### src/rtl/spi_burst_master.sv
// spi_burst_master: SPI master for BMP280-class sensors (mode 0 / mode 3).
// A frame is one command word followed by 0..MAX_BYTES data bytes under a
// single csb assertion. sck changes data on its falling edge and samples
// on its rising edge. CPOL only sets the idle level of sck.
// Ports:
//   clk12MHz, rst          : clock (rising edge), async active-high reset
//   go                     : start request, sampled when idle
//   cmd, nbytes, wdata     : frame contents, latched when go is accepted
//   sdi / sdo, sck, csb    : SPI pins
//   rdata                  : received data bytes, right-justified, updated with done
//   busy, done             : frame in progress / one-cycle completion pulse
module spi_burst_master #(
  parameter int unsigned CMD_BITS  = 8,
  parameter int unsigned MAX_BYTES = 3,
  parameter int unsigned CLK_DIV   = 3,
  parameter bit          CPOL      = 1'b0
) (
  input  logic                           clk12MHz,
  input  logic                           rst,
  input  logic                           go,
  input  logic [CMD_BITS-1:0]            cmd,
  input  logic [$clog2(MAX_BYTES+1)-1:0] nbytes,
  input  logic [8*MAX_BYTES-1:0]         wdata,
  input  logic                           sdi,
  output logic                           sdo,
  output logic                           sck,
  output logic                           csb,
  output logic [8*MAX_BYTES-1:0]         rdata,
  output logic                           busy,
  output logic                           done
);

  localparam int unsigned NB_W   = $clog2(MAX_BYTES + 1);
  localparam int unsigned DATA_W = 8 * MAX_BYTES;
  localparam int unsigned SH_W   = CMD_BITS + DATA_W;
  localparam int unsigned BC_W   = $clog2(SH_W + 1);
  localparam int unsigned DC_W   = $clog2(CLK_DIV + 1);

  typedef enum logic [2:0] {IDLE, SETUP, SHIFT, HOLD, GAP} state_t;

  state_t              state_q, state_d;
  logic [DC_W-1:0]     div_q, div_d;
  logic [BC_W-1:0]     bit_q, bit_d;
  logic [BC_W-1:0]     blen_q, blen_d;
  logic [NB_W-1:0]     nb_q, nb_d;
  logic                phase_q, phase_d;   // 0: sck-low half, 1: sck-high half
  logic [SH_W-1:0]     sh_q, sh_d;         // outgoing bits, next bit at MSB
  logic [DATA_W-1:0]   rx_q, rx_d;         // last DATA_W captured sdi bits
  logic                sdo_d, sck_d, csb_d, busy_d, done_d;
  logic [DATA_W-1:0]   rdata_d;

  logic [NB_W-1:0]     nb_clamp_c;
  logic [DATA_W-1:0]   wdata_al_c;
  logic [DATA_W-1:0]   rdata_mask_c;
  logic                div_end_c;
  logic                bit_last_c;
  logic                start_c;

  // Clamp the byte count and left-align the data bytes behind the command
  always_comb begin
    nb_clamp_c = (32'(nbytes) > MAX_BYTES) ? NB_W'(MAX_BYTES) : nbytes;
    wdata_al_c = wdata << (8 * (MAX_BYTES - 32'(nb_clamp_c)));
  end

  // Keep only the bytes belonging to the data phase of the finished frame
  always_comb begin
    rdata_mask_c = '0;
    for (int unsigned i = 0; i < MAX_BYTES; i++) begin
      if (32'(nb_q) > i) rdata_mask_c[8*i +: 8] = rx_q[8*i +: 8];
    end
  end

  assign div_end_c  = (div_q == DC_W'(CLK_DIV - 1));
  assign bit_last_c = (bit_q == blen_q - BC_W'(1));

  // Next-state and registered-output logic
  always_comb begin
    state_d = state_q;
    div_d   = div_q;
    bit_d   = bit_q;
    blen_d  = blen_q;
    nb_d    = nb_q;
    phase_d = phase_q;
    sh_d    = sh_q;
    rx_d    = rx_q;
    sdo_d   = sdo;
    sck_d   = sck;
    csb_d   = csb;
    busy_d  = busy;
    done_d  = 1'b0;
    rdata_d = rdata;
    start_c = 1'b0;

    case (state_q)
      IDLE: begin
        if (go) start_c = 1'b1;
      end
      SETUP: begin
        if (div_end_c) begin
          state_d = SHIFT;
          div_d   = '0;
          phase_d = 1'b0;
          sck_d   = 1'b0;
        end else begin
          div_d = div_q + DC_W'(1);
        end
      end
      SHIFT: begin
        if (!div_end_c) begin
          div_d = div_q + DC_W'(1);
        end else begin
          div_d = '0;
          if (!phase_q) begin
            // rising sck: sample the slave
            phase_d = 1'b1;
            sck_d   = 1'b1;
            rx_d    = {rx_q[DATA_W-2:0], sdi};
          end else if (bit_last_c) begin
            state_d = HOLD;
            bit_d   = '0;
            phase_d = 1'b0;
            sck_d   = CPOL;
            sdo_d   = 1'b0;
          end else begin
            // falling sck: present the next bit
            phase_d = 1'b0;
            sck_d   = 1'b0;
            bit_d   = bit_q + BC_W'(1);
            sh_d    = {sh_q[SH_W-2:0], 1'b0};
            sdo_d   = sh_q[SH_W-2];
          end
        end
      end
      HOLD: begin
        if (div_end_c) begin
          state_d = GAP;
          div_d   = '0;
          csb_d   = 1'b1;
        end else begin
          div_d = div_q + DC_W'(1);
        end
      end
      GAP: begin
        if (div_end_c) begin
          state_d = IDLE;
          div_d   = '0;
          busy_d  = 1'b0;
          done_d  = 1'b1;
          rdata_d = rdata_mask_c;
          // a go already present here chains the next frame with a CLK_DIV csb gap
          if (go) start_c = 1'b1;
        end else begin
          div_d = div_q + DC_W'(1);
        end
      end
      default: state_d = IDLE;
    endcase

    if (start_c) begin
      state_d = SETUP;
      div_d   = '0;
      bit_d   = '0;
      phase_d = 1'b0;
      nb_d    = nb_clamp_c;
      blen_d  = BC_W'(CMD_BITS + 8 * 32'(nb_clamp_c));
      sh_d    = {cmd, wdata_al_c};
      rx_d    = '0;
      sdo_d   = cmd[CMD_BITS-1];
      sck_d   = CPOL;
      csb_d   = 1'b0;
      busy_d  = 1'b1;
    end
  end

  // State and output registers
  always_ff @(posedge clk12MHz or posedge rst) begin
    if (rst) begin
      state_q <= IDLE;
      div_q   <= '0;
      bit_q   <= '0;
      blen_q  <= '0;
      nb_q    <= '0;
      phase_q <= 1'b0;
      sh_q    <= '0;
      rx_q    <= '0;
      sdo     <= 1'b0;
      sck     <= CPOL;
      csb     <= 1'b1;
      busy    <= 1'b0;
      done    <= 1'b0;
      rdata   <= '0;
    end else begin
      state_q <= state_d;
      div_q   <= div_d;
      bit_q   <= bit_d;
      blen_q  <= blen_d;
      nb_q    <= nb_d;
      phase_q <= phase_d;
      sh_q    <= sh_d;
      rx_q    <= rx_d;
      sdo     <= sdo_d;
      sck     <= sck_d;
      csb     <= csb_d;
      busy    <= busy_d;
      done    <= done_d;
      rdata   <= rdata_d;
    end
  end

endmodule

### config.mk
export PLATFORM = sky130hd
export DESIGN_NAME = spi_burst_master
export DESIGN_NICKNAME = d
export VERILOG_FILES = /design/src/rtl/spi_burst_master.sv
export SDC_FILE = /design/constraint.sdc
export NUM_CORES = 1
export LEC_CHECK = 0
export BUFFER_PORTS_ARGS = -buffer_cell sky130_fd_sc_hd__buf_2
export CAP_MARGIN = 0
export CORE_ASPECT_RATIO = 0.6
export CORE_MARGIN = 10
export CORE_UTILIZATION = 25
export DETAILED_ROUTE_END_ITERATION = 10
export PLACE_DENSITY = 0.43
export REMOVE_ABC_BUFFERS = 1
export SYNTH_ARGS = -nofsm -noshare
export SYNTH_HDL_FRONTEND = slang
export SYNTH_SLANG_ARGS = --single-unit
### constraint.sdc
create_clock -name clk12MHz -period 3.93 [get_ports clk12MHz]
set_clock_uncertainty 0.15 [all_clocks]
set_input_delay 0.786 -clock clk12MHz [delete_from_list [all_inputs] [get_ports clk12MHz]]
set_output_delay 0.786 -clock clk12MHz [all_outputs]
set_load 0.01 [all_outputs]
== Yosys cells after proc, flatten, opt, wreduce, memory -nomap -nowiden ==
Cells that the tools add are included.
Word-level totals
  word-level logic and storage cells: 102
  output and inout bits: 29
  register bits: 103
  bits of input ports: 38
Operators by class
  shift operators: 1
  equality and inequality tests: 15
  reductions and logical operators: 17
  add/sub/neg operators: 5
  $lt $le $gt $ge: 3
  multiplexer cells: 48
Operator list (number)
  $mux 31: 5
  $mux 24: 4
  $shl 24x32->24: 1
  $mux 6: 5
  $mux 8: 3
  $mux 3: 7
  $mux 1: 18
  $ne 3x3->1 const B: 6
  $pmux 3 s5: 1
  $reduce_bool 2->1: 6
  $reduce_and 3->1: 3
  $reduce_and 7->1: 1
  $add 4x5->6 const A: 1
  $add 6x1->6 const B: 1
  $eq 3x2->1 const B: 2
  $eq 6x6->1: 1
  $mux 2: 3
  $reduce_and 2->1: 3
  $sub 6x1->6 const B: 1
  $gt 2x1->1 const B: 2
  $ne 2x1->1 const B: 2
  $pmux 1 s2: 2
  $reduce_and 4->1: 1
  $reduce_or 4->1: 1
  9 further kinds: 9

== Depth between registers and ports, before layout ==
Gate-level depths: netlist of the first run.
  depth in word-level cells: 7
  gate-level depth with buffers: 8
  depth with buffers taken out: 6

== Least setup slack after synthesis of the first run ==
OpenSTA, ideal clock, no wires.
  kind: in2reg
  from: input port nbytes[0]
  to: register sh_q[21]
  path slack: 1.773 ns
  buffers on the path: 2
  stages: 6
  setup time: 0.126 ns
  arrival time: 1.880 ns
  data required time: 3.654 ns
  path through: buf_2 buf_2 mux2_2 nand2_1 a21oi_1 a221o_1
Between the ends
  longest elaborated chain between the ends: 3
RTL lines
  start, declared: line 22  | input logic [$clog2(MAX_BYTES+1)-1:0] nbytes,
  $sub 2x2->3: line 62  | wdata_al_c = wdata << (8 * (MAX_BYTES - 32'(nb_clamp_c)));
  $shl 24x32->24: line 62
  $mux 31: line 159  | if (start_c) begin
  end signal, assigned: line 184  | sh_q <= '0;
  end signal, assigned: line 199  | sh_q <= sh_d;
  end, declared: line 47  | logic [SH_W-1:0] sh_q, sh_d;
No other way between the ends.
A chain may end at the register's enable or synchronous reset.

== Worst setup path after layout of the first run ==
  from: register blen_q[3]
  to: register sh_q[27]
Between the ends
  longest elaborated chain between the ends: 4
RTL lines
  start, declared: line 44  | logic [BC_W-1:0] blen_q, blen_d;
  start signal, assigned: line 196  | blen_q <= blen_d;
  $sub 6x1->6: line 74  | assign bit_last_c = (bit_q == blen_q - BC_W'(1));
  $eq 6x6->1: line 74
  $ne 2x1->1 (no source line)
  $reduce_and 4->1 (no source line)
No other way between the ends.

==> flow_summary.rst, run 1 <==
.. list-table::
   :header-rows: 1

   * - Metric
     - Value
   * - Proportion of synthesized flip-flops having asynchronous set or reset
     - 1.00
   * - Net switching fraction of the power
     - 0.219
   * - # IOs
     - 67
   * - Cts repair resizes
     - 0
   * - Post-synthesis sequential area ratio
     - 0.541
   * - Total of buffers placed on input and output ports
     - 66
   * - Number of buffers added for setup after CTS
     - 0
   * - Count of standard-cell rows
     - 38
   * - Endpoint of the most critical register-to-register path
     - sh_q[27]
   * - Dominant cell by count in the synthesized netlist
     - sky130_fd_sc_hd__dfrtp_1
   * - Post-route worst setup slack
     - 1.20 ns
   * - Clk root buf
     - sky130_fd_sc_hd__clkbuf_16
   * - Reported net switching power
     - 434 uW
   * - Pre-CTS setup slack
     - 1.17 ns
   * - Layout Utilization
     - 0.298
   * - Peak supply drop
     - 0.000179 V
   * - Routed wire per std cell
     - 16.3 um
   * - Status
     - finished clean
   * - Total power draw
     - 1.98 mW
   * - Number of cells in the finished layout apart from fillers
     - 728
   * - Max capacitance violation total
     - 0
   * - Mean post-synth cell area
     - 10.6 um^2
   * - Crit end category
     - flop
   * - Gate count after technology mapping
     - 438
   * - Number of sinks driven by the clock tree
     - 100
   * - Core footprint
     - 18100 um^2
   * - Top cells by count, synth
     - 99 x sky130_fd_sc_hd__dfrtp_1, 82 x sky130_fd_sc_hd__nand2_1, 39 x sky130_fd_sc_hd__o21ai_0, 25 x sky130_fd_sc_hd__a22o_1, 22 x sky130_fd_sc_hd__nand3_1
   * - Final period utilization
     - 0.695
   * - Clock power share
     - 0.431
   * - Depth of the most critical reg-to-reg path
     - 6
   * - Detailed-routed wire length on met3
     - 715 um
   * - Via count of the first global-routing pass
     - 3492
   * - Number of design rule violations left after detail routing
     - 0
   * - Post-CTS clock slew at the launch and capture registers of the worst setup and hold paths
     - 0.07 ns
   * - TritonCTS clock tree
     - done
   * - Die outline width
     - 196 um
   * - Post-detailed-placement half-perimeter wirelength
     - 8390 um
   * - Vertical extent of the die
     - 125 um
   * - Clock Latency Late Sink
     - 0.34 ns
   * - Total length of routed wires
     - 11900 um
   * - Cell-internal power
     - 1.55 mW
   * - Worst hold path type
     - primary input to asynchronous set/reset pin
   * - TritonRoute pass-1 iters
     - 4
   * - Netlist cell types
     - 46
   * - Cell type with the largest total area after synthesis
     - sky130_fd_sc_hd__dfrtp_1
   * - Minimum period implied by the final worst setup slack
     - 2.73 ns
   * - TNS Setup
     - 0 ns
   * - Number of pins exceeding their max-slew limit in the final report
     - 0
   * - Initial Utilization
     - 0.255
   * - Number of warnings printed during yosys synthesis
     - 0
   * - P_leak
     - 2.40 nW
   * - Routability cong.
     - 0.741
   * - Reg-to-Reg Start
     - blen_q[3]
   * - Metal-1 WL
     - 6560 um
   * - Die footprint
     - 24500 um^2
   * - # nets final
     - 525
   * - Comb power frac
     - 0.046
   * - Required @ worst endpoint
     - 3.96 ns
   * - Cell count after placement
     - 713
   * - Signed area change from the synthesized netlist to the final layout
     - 16.8%
   * - Number of buffers inserted by hold repair at cts
     - 0
   * - Least-Margin Pin Slew
     - 0.921 ns
   * - Post-DP Area
     - 5110 um^2
   * - Setup-failing EPs final
     - 0
   * - Achievable Freq
     - 0.366 GHz
   * - Hold slack final
     - 0.166 ns
   * - Worst-path fanout max
     - 15
   * - Level count of the clock H-tree
     - 3
   * - Inserted Clock Buffers
     - 9
   * - Largest net degree at the start of global routing
     - 96
   * - Post-DRT Antenna Nets
     - 0
   * - Buffer depth of the longest clock path
     - 2
   * - P per Cell Area
     - 367 nW/um^2
   * - Post-route cell area
     - 5400 um^2
   * - Total of flip-flops plus latches after synthesis
     - 100
   * - Overall routing resource usage
     - 0.0965
   * - Share of the synthesized area in the top cell type
     - 0.536
   * - Final Hold Viols
     - 0
   * - Part of the power in registers
     - 0.523
   * - Avg Vias per Cell
     - 4.73
   * - Remaining global-route overflow
     - 0
   * - Top routing layer used
     - met4
   * - Share of post-route cells with drive strength above 1
     - 0.256
   * - Met2 routed wirelength
     - 4500 um
   * - First-pass GRT wire length
     - 19500 um
   * - Number of antenna cells inserted
     - 0
   * - Unrepaired setup endpoints after global routing
     - no
   * - Detailed-route via count
     - 3441
   * - Arrival time of the worst setup path
     - 2.76 ns
   * - Iteration-0 DRC Markers
     - 252
   * - Slew Limit Headroom
     - 0.383
   * - Area contributors post-synth
     - sky130_fd_sc_hd__dfrtp_1 54%, sky130_fd_sc_hd__nand2_1 6.7%, sky130_fd_sc_hd__a22o_1 4.7%
   * - Flop-to-flop setup slack
     - 1.20 ns
   * - Fill cells
     - 1879
   * - Number of antenna violations at the first check in global routing
     - 0
   * - Number of flops mapped to enable cells by yosys
     - 0
   * - Summed instance area of the synthesized netlist
     - 4630 um^2
   * - Predominant post-synthesis flop cell
     - sky130_fd_sc_hd__dfrtp_1
   * - Setup Crit Path Kind
     - flop to flop
   * - Element type at the critical path start
     - flop
==> final cells by class <==
cell class	count	area (um^2)	area share
Clock buffer	12	267	0.0493
Clock inverter	3	21.3	0.00394
Inverter	11	43.8	0.00811
Multi-Input combinational cell	293	1900	0.352
Sequential cell	100	2500	0.464
Tap cell	240	300	0.0556
Timing Repair Buffer	69	365	0.0676
==> power by group through the flow <==
stage | Clock, mW | Combinational [mW] | Sequential (mW)
4_1_cts | 0.885 | 0.0935 | 1.04
3_3_place_gp | 0 | 0.0920 | 1.06
5_1_grt | 0.930 | 0.102 | 1.04
3_5_place_dp | 0 | 0.0926 | 1.06
6_report | 0.854 | 0.0911 | 1.04
2_1_floorplan | 0 | 0.0433 | 1.06
==> worst max path at each step <==
stage / startpoint / to / slack (ns) / depth (start not counted)
2_1_floorplan: rst / bit_q[0] / 0.38 / 1
3_3_place_gp: blen_q[3] / sh_q[26] / 1.34 / 6
3_5_place_dp: blen_q[3] / sh_q[27] / 1.17 / 6
4_1_cts: blen_q[3] / sh_q[27] / 1.17 / 6
5_1_grt: blen_q[3] / sh_q[26] / 1.00 / 6
6_report: blen_q[3] / sh_q[27] / 1.20 / 6
==> flip-flops by register name, summed over array words and instances, names as in the netlist <==
name and flops:
bit_q 6, rdata 24, sdo 1, blen_q 3, done 1, nb_q 2, csb 1, rx_q 24
div_q 2, busy 1, sh_q 31, state_q 3, phase_q 1
==> cells by family after synthesis <==
kind of cell               after synthesis  synth area share
and+or+nand+nor                        140             0.138
xor gates and xnor gates                 6            0.0143
muxes                                   17            0.0414
AOI/OAI and AO/OA                      127             0.207
buffers and inverters                   45            0.0490
adders and majority gates                3           0.00812
DFF                                    100             0.541
==> placed cells by master, fill, tap and decap left out, types with 2 or more instances in the layout <==
master                       n
sky130_fd_sc_hd__nand4_1     2
sky130_fd_sc_hd__ha_1        3
sky130_fd_sc_hd__nand3_1    21
sky130_fd_sc_hd__dfrtp_1    99
sky130_fd_sc_hd__mux2_2     17
sky130_fd_sc_hd__clkbuf_16   9
sky130_fd_sc_hd__or2_2       2
sky130_fd_sc_hd__o32ai_1     3
sky130_fd_sc_hd__a21oi_1     7
sky130_fd_sc_hd__nand2_1    82
sky130_fd_sc_hd__and2_1      2
sky130_fd_sc_hd__inv_1      10
sky130_fd_sc_hd__o21ai_0    39
sky130_fd_sc_hd__a31oi_1     9
sky130_fd_sc_hd__nor2b_1     2
sky130_fd_sc_hd__a221oi_1    5
sky130_fd_sc_hd__a22oi_1    13
sky130_fd_sc_hd__buf_4       2
sky130_fd_sc_hd__a22o_1     25
sky130_fd_sc_hd__a221o_1     8
sky130_fd_sc_hd__o221a_2     9
sky130_fd_sc_hd__buf_2      66
sky130_fd_sc_hd__xor2_1      4
sky130_fd_sc_hd__clkbuf_8    3
sky130_fd_sc_hd__nor2_4      3
sky130_fd_sc_hd__nor2_1     18
==> critical path: stages, from the launching register on <==
cell,delay [ns]
sky130_fd_sc_hd__dfrtp_1,0.37
sky130_fd_sc_hd__inv_1,0.06
sky130_fd_sc_hd__ha_1,0.21
sky130_fd_sc_hd__xnor3_1,0.29
sky130_fd_sc_hd__nand4_1,0.55
sky130_fd_sc_hd__a21oi_2,0.78
sky130_fd_sc_hd__a221oi_1,0.16
==> layer usage <==
layer  up-vias  track usage
li1       1667            -
met1      1697        0.146
met2        69        0.123
met3         8       0.0368
met4         0       0.0206
met5         -            0
Power figures use the tool's default switching activity.
==> run 2: changes to the inputs <==
Settings changed: PLACE_DENSITY 0.43 to 0.45.
Clock period 3.93 ns to 2.2 ns, I/O delays scaled along.
==> run 2 against run 1 <==
  * Sequential power up 78%
  * Final cell count increased by 2.7%
  * Count of clock-buffer cells in the layout decreased by 2
  * Critical endpoint is now sh_q[22]
==> flow_summary.rst, run 2 (synthesis results as in run 1) <==
.. list-table::
   :header-rows: 1

   * - Metric
     - Value
   * - Clock power share
     - 0.442 (+0.011)
   * - Number of pins exceeding their max-slew limit in the final report
     - 0 (unchanged)
   * - Worst hold path type
     - primary input to flop
   * - Slew Limit Headroom
     - 0.605 (+0.222)
   * - # nets final
     - 544 (+3.6%)
   * - Achievable Freq
     - 0.474 GHz (+30%)
   * - Hold Startpoint
     - sdi
   * - Number of design rule violations left after detail routing
     - 0 (unchanged)
   * - Required @ worst endpoint
     - 2.27 ns (-1.69 ns)
   * - Leading cell type in the layout, fill and taps excluded
     - sky130_fd_sc_hd__dfrtp_1
   * - Total length of routed wires
     - 12500 um (+5.4%)
   * - Iteration-0 DRC Markers
     - 192 (-24%)
   * - Layout Utilization
     - 0.310 (+0.0117)
   * - Final Hold Viols
     - 0 (unchanged)
   * - Cell-internal power
     - 2.83 mW (+83%)
   * - Routed wire per std cell
     - 16.7 um (+2.6%)
   * - Share of post-route cells with drive strength above 1
     - 0.287 (+0.0313)
   * - First-pass GRT wire length
     - 20800 um (+6.5%)
   * - Post-DRT Antenna Nets
     - 0 (unchanged)
   * - Vertical extent of the die
     - 125 um (unchanged)
   * - Via count of the first global-routing pass
     - 3660 (+4.8%)
   * - Die footprint
     - 24500 um^2 (unchanged)
   * - Number of antenna violations at the first check in global routing
     - 0 (unchanged)
   * - Depth of the most critical reg-to-reg path
     - 7 (+1)
   * - TritonRoute pass-1 iters
     - 4 (unchanged)
   * - Reg-to-Reg Start
     - blen_q[3]
   * - Post-route cell area
     - 5610 um^2 (+3.9%)
   * - Crit end category
     - flop
   * - Setup Crit Path Kind
     - flop to flop
   * - Initial Utilization
     - 0.255 (unchanged)
   * - Level count of the clock H-tree
     - 3 (unchanged)
   * - Most frequent cells in the layout
     - 99 x sky130_fd_sc_hd__dfrtp_1, 81 x sky130_fd_sc_hd__nand2_1, 66 x sky130_fd_sc_hd__buf_2
   * - Hold slack final
     - 0.180 ns (+0.0137 ns)
   * - Flop-to-flop setup slack
     - 0.09 ns (-1.11 ns)
   * - Clk root buf
     - sky130_fd_sc_hd__clkbuf_16
   * - Inserted Clock Buffers
     - 9 (unchanged)
   * - Overall routing resource usage
     - 0.103 (+0.00627)
   * - Number of antenna cells inserted
     - 0 (unchanged)
   * - Endpoint of the most critical register-to-register path
     - sh_q[22]
   * - # IOs
     - 67 (unchanged)
   * - Number of cells traversed by the worst hold path
     - 2
   * - Avg Vias per Cell
     - 4.71 (-0.30%)
   * - Reported net switching power
     - 796 uW (+83%)
   * - Net switching fraction of the power
     - 0.220 (+0.000446)
   * - Biggest register
     - sh_q
   * - Post-detailed-placement half-perimeter wirelength
     - 9210 um (+9.9%)
   * - Post-DP Area
     - 5280 um^2 (+3.2%)
   * - Die outline width
     - 196 um (unchanged)
   * - Fill cells
     - 1862 (-0.90%)
   * - Count of standard-cell rows
     - 38 (unchanged)
   * - Remaining global-route overflow
     - 0 (unchanged)
   * - Area used by multi-input combinational logic
     - 1900 um^2 (+0.20%)
   * - Core footprint
     - 18100 um^2 (unchanged)
   * - Routability cong.
     - 0.809 (+9.2%)
   * - Arrival time of the worst setup path
     - 2.18 ns (-0.58 ns)
   * - Setup-failing EPs final
     - 0 (unchanged)
   * - Clock Latency Late Sink
     - 0.34 ns (about the same)
   * - Max capacitance violation total
     - 0 (unchanged)
   * - P_leak
     - 2.53 nW (+5.2%)
   * - Peak supply drop
     - 0.000362 V (+100%)
   * - P per Cell Area
     - 646 nW/um^2 (+76%)
   * - Largest net degree at the start of global routing
     - 51 (-47%)
   * - Minimum period implied by the final worst setup slack
     - 2.11 ns (-0.624 ns)
   * - Worst-path fanout max
     - 15 (unchanged)
   * - Comb power frac
     - 0.047 (about the same)
   * - Total of buffers placed on input and output ports
     - 66 (unchanged)
   * - Post-CTS clock slew at the launch and capture registers of the worst setup and hold paths
     - 0.07 ns (about the same)
   * - TritonCTS clock tree
     - done
   * - Number of sinks driven by the clock tree
     - 100 (unchanged)
   * - Hold worst-path end
     - rx_q[0]
   * - Max reg flops
     - 31 (unchanged)
   * - Status
     - finished clean
   * - Final period utilization
     - 0.958 (+0.263)
   * - Buffer depth of the longest clock path
     - 2 (unchanged)
   * - FF+latch area
     - 2500 um^2 (unchanged)
   * - Least-Margin Pin Slew
     - 0.591 ns (-0.330 ns)
   * - Detailed-route via count
     - 3525 (+2.4%)
   * - Leading registers by flop count
     - sh_q: 31 flops, rdata: 24 flops, rx_q: 24 flops
   * - Signed area change from the synthesized netlist to the final layout
     - 21.4%
   * - Element type at the critical path start
     - flop
   * - Part of the power in registers
     - 0.511 (-0.012)
-- run 2: cell types whose count changed in the layout (fill, tap and decap cells not counted), sizes merged --
| cell | delta |
|---|---|
| inv | +1 |
| clkinv | +2 |
| dlygate4sd3 | +1 |
| bufinv | +1 |
| clkbuf | -2 |
| clkinvlp | -1 |
| buf | +18 |
-- run 2: per-layer routing --
metal,wire length [um],global-route usage,vias to the layer above
met5,0,0,-
met4,80,0.0215,0
met3,1030,0.0406,7
met2,4700,0.130,98
met1,6690,0.156,1710
li1,-,-,1710
-- run 2: layout make-up --
cell class,instances,area share
flip-flops and latches,100,0.446
inverters,11,0.00780
multi-input cells,293,0.339
clock inverters,6,0.0111
well taps,240,0.0535
clock buffers,10,0.0426
repair buffers,88,0.0998
-- run 2: per-stage QoR --
step           power (mW)  instances  TNS (ns)  setup WS [ns]
5_1_grt              3.77        748  -0.00225       -0.00225
4_1_cts              3.68        747         0         0.0578
6_report             3.63        748         0         0.0918
2_1_floorplan        1.96        404   -100.03          -1.01
3_3_place_gp         2.06        730         0          0.158
3_5_place_dp         2.06        730         0         0.0712
-- run 2: what timing repair did --
| item | CTS | global route |
|---|---|---|
| setup endpoints to repair | 0 | 17 |
| hold buffers | 1 | 0 |
| buffers inserted | 0 | 1 |
| gates resized for setup | 0 | 2 |
| endpoints found under the hold margin | 22 | 0 |
-- run 2: worst max path at each step --
| stage | depth (start not counted) | start | to |
|---|---|---|---|
| global route | 7 | blen_q[3] | sh_q[16] |
| floorplan | 1 | rst | bit_q[0] |
| CTS | 6 | blen_q[3] | sh_q[8] |
| finish | 7 | blen_q[3] | sh_q[22] |
| global placement | 6 | blen_q[3] | sh_q[18] |
| detailed placement | 6 | blen_q[3] | sh_q[14] |
-- run 2: power groups by stage --
stage / combinational [mW] / sequential [mW] / clock (mW)
after floorplan: 0.0773 / 1.89 / 0
after global placement: 0.171 / 1.89 / 0
after detailed placement: 0.172 / 1.89 / 0
after CTS: 0.175 / 1.85 / 1.65
after global routing: 0.194 / 1.85 / 1.73
final: 0.171 / 1.85 / 1.60
-- run 2: critical path, stage by stage (launching register included) --
cell and delay [ns]:
sky130_fd_sc_hd__dfrtp_1 0.36, sky130_fd_sc_hd__inv_1 0.07, sky130_fd_sc_hd__ha_1 0.22, sky130_fd_sc_hd__xnor3_1 0.30, sky130_fd_sc_hd__and4_2 0.34, sky130_fd_sc_hd__nor2_4 0.07
sky130_fd_sc_hd__buf_12 0.15, sky130_fd_sc_hd__a221o_1 0.34
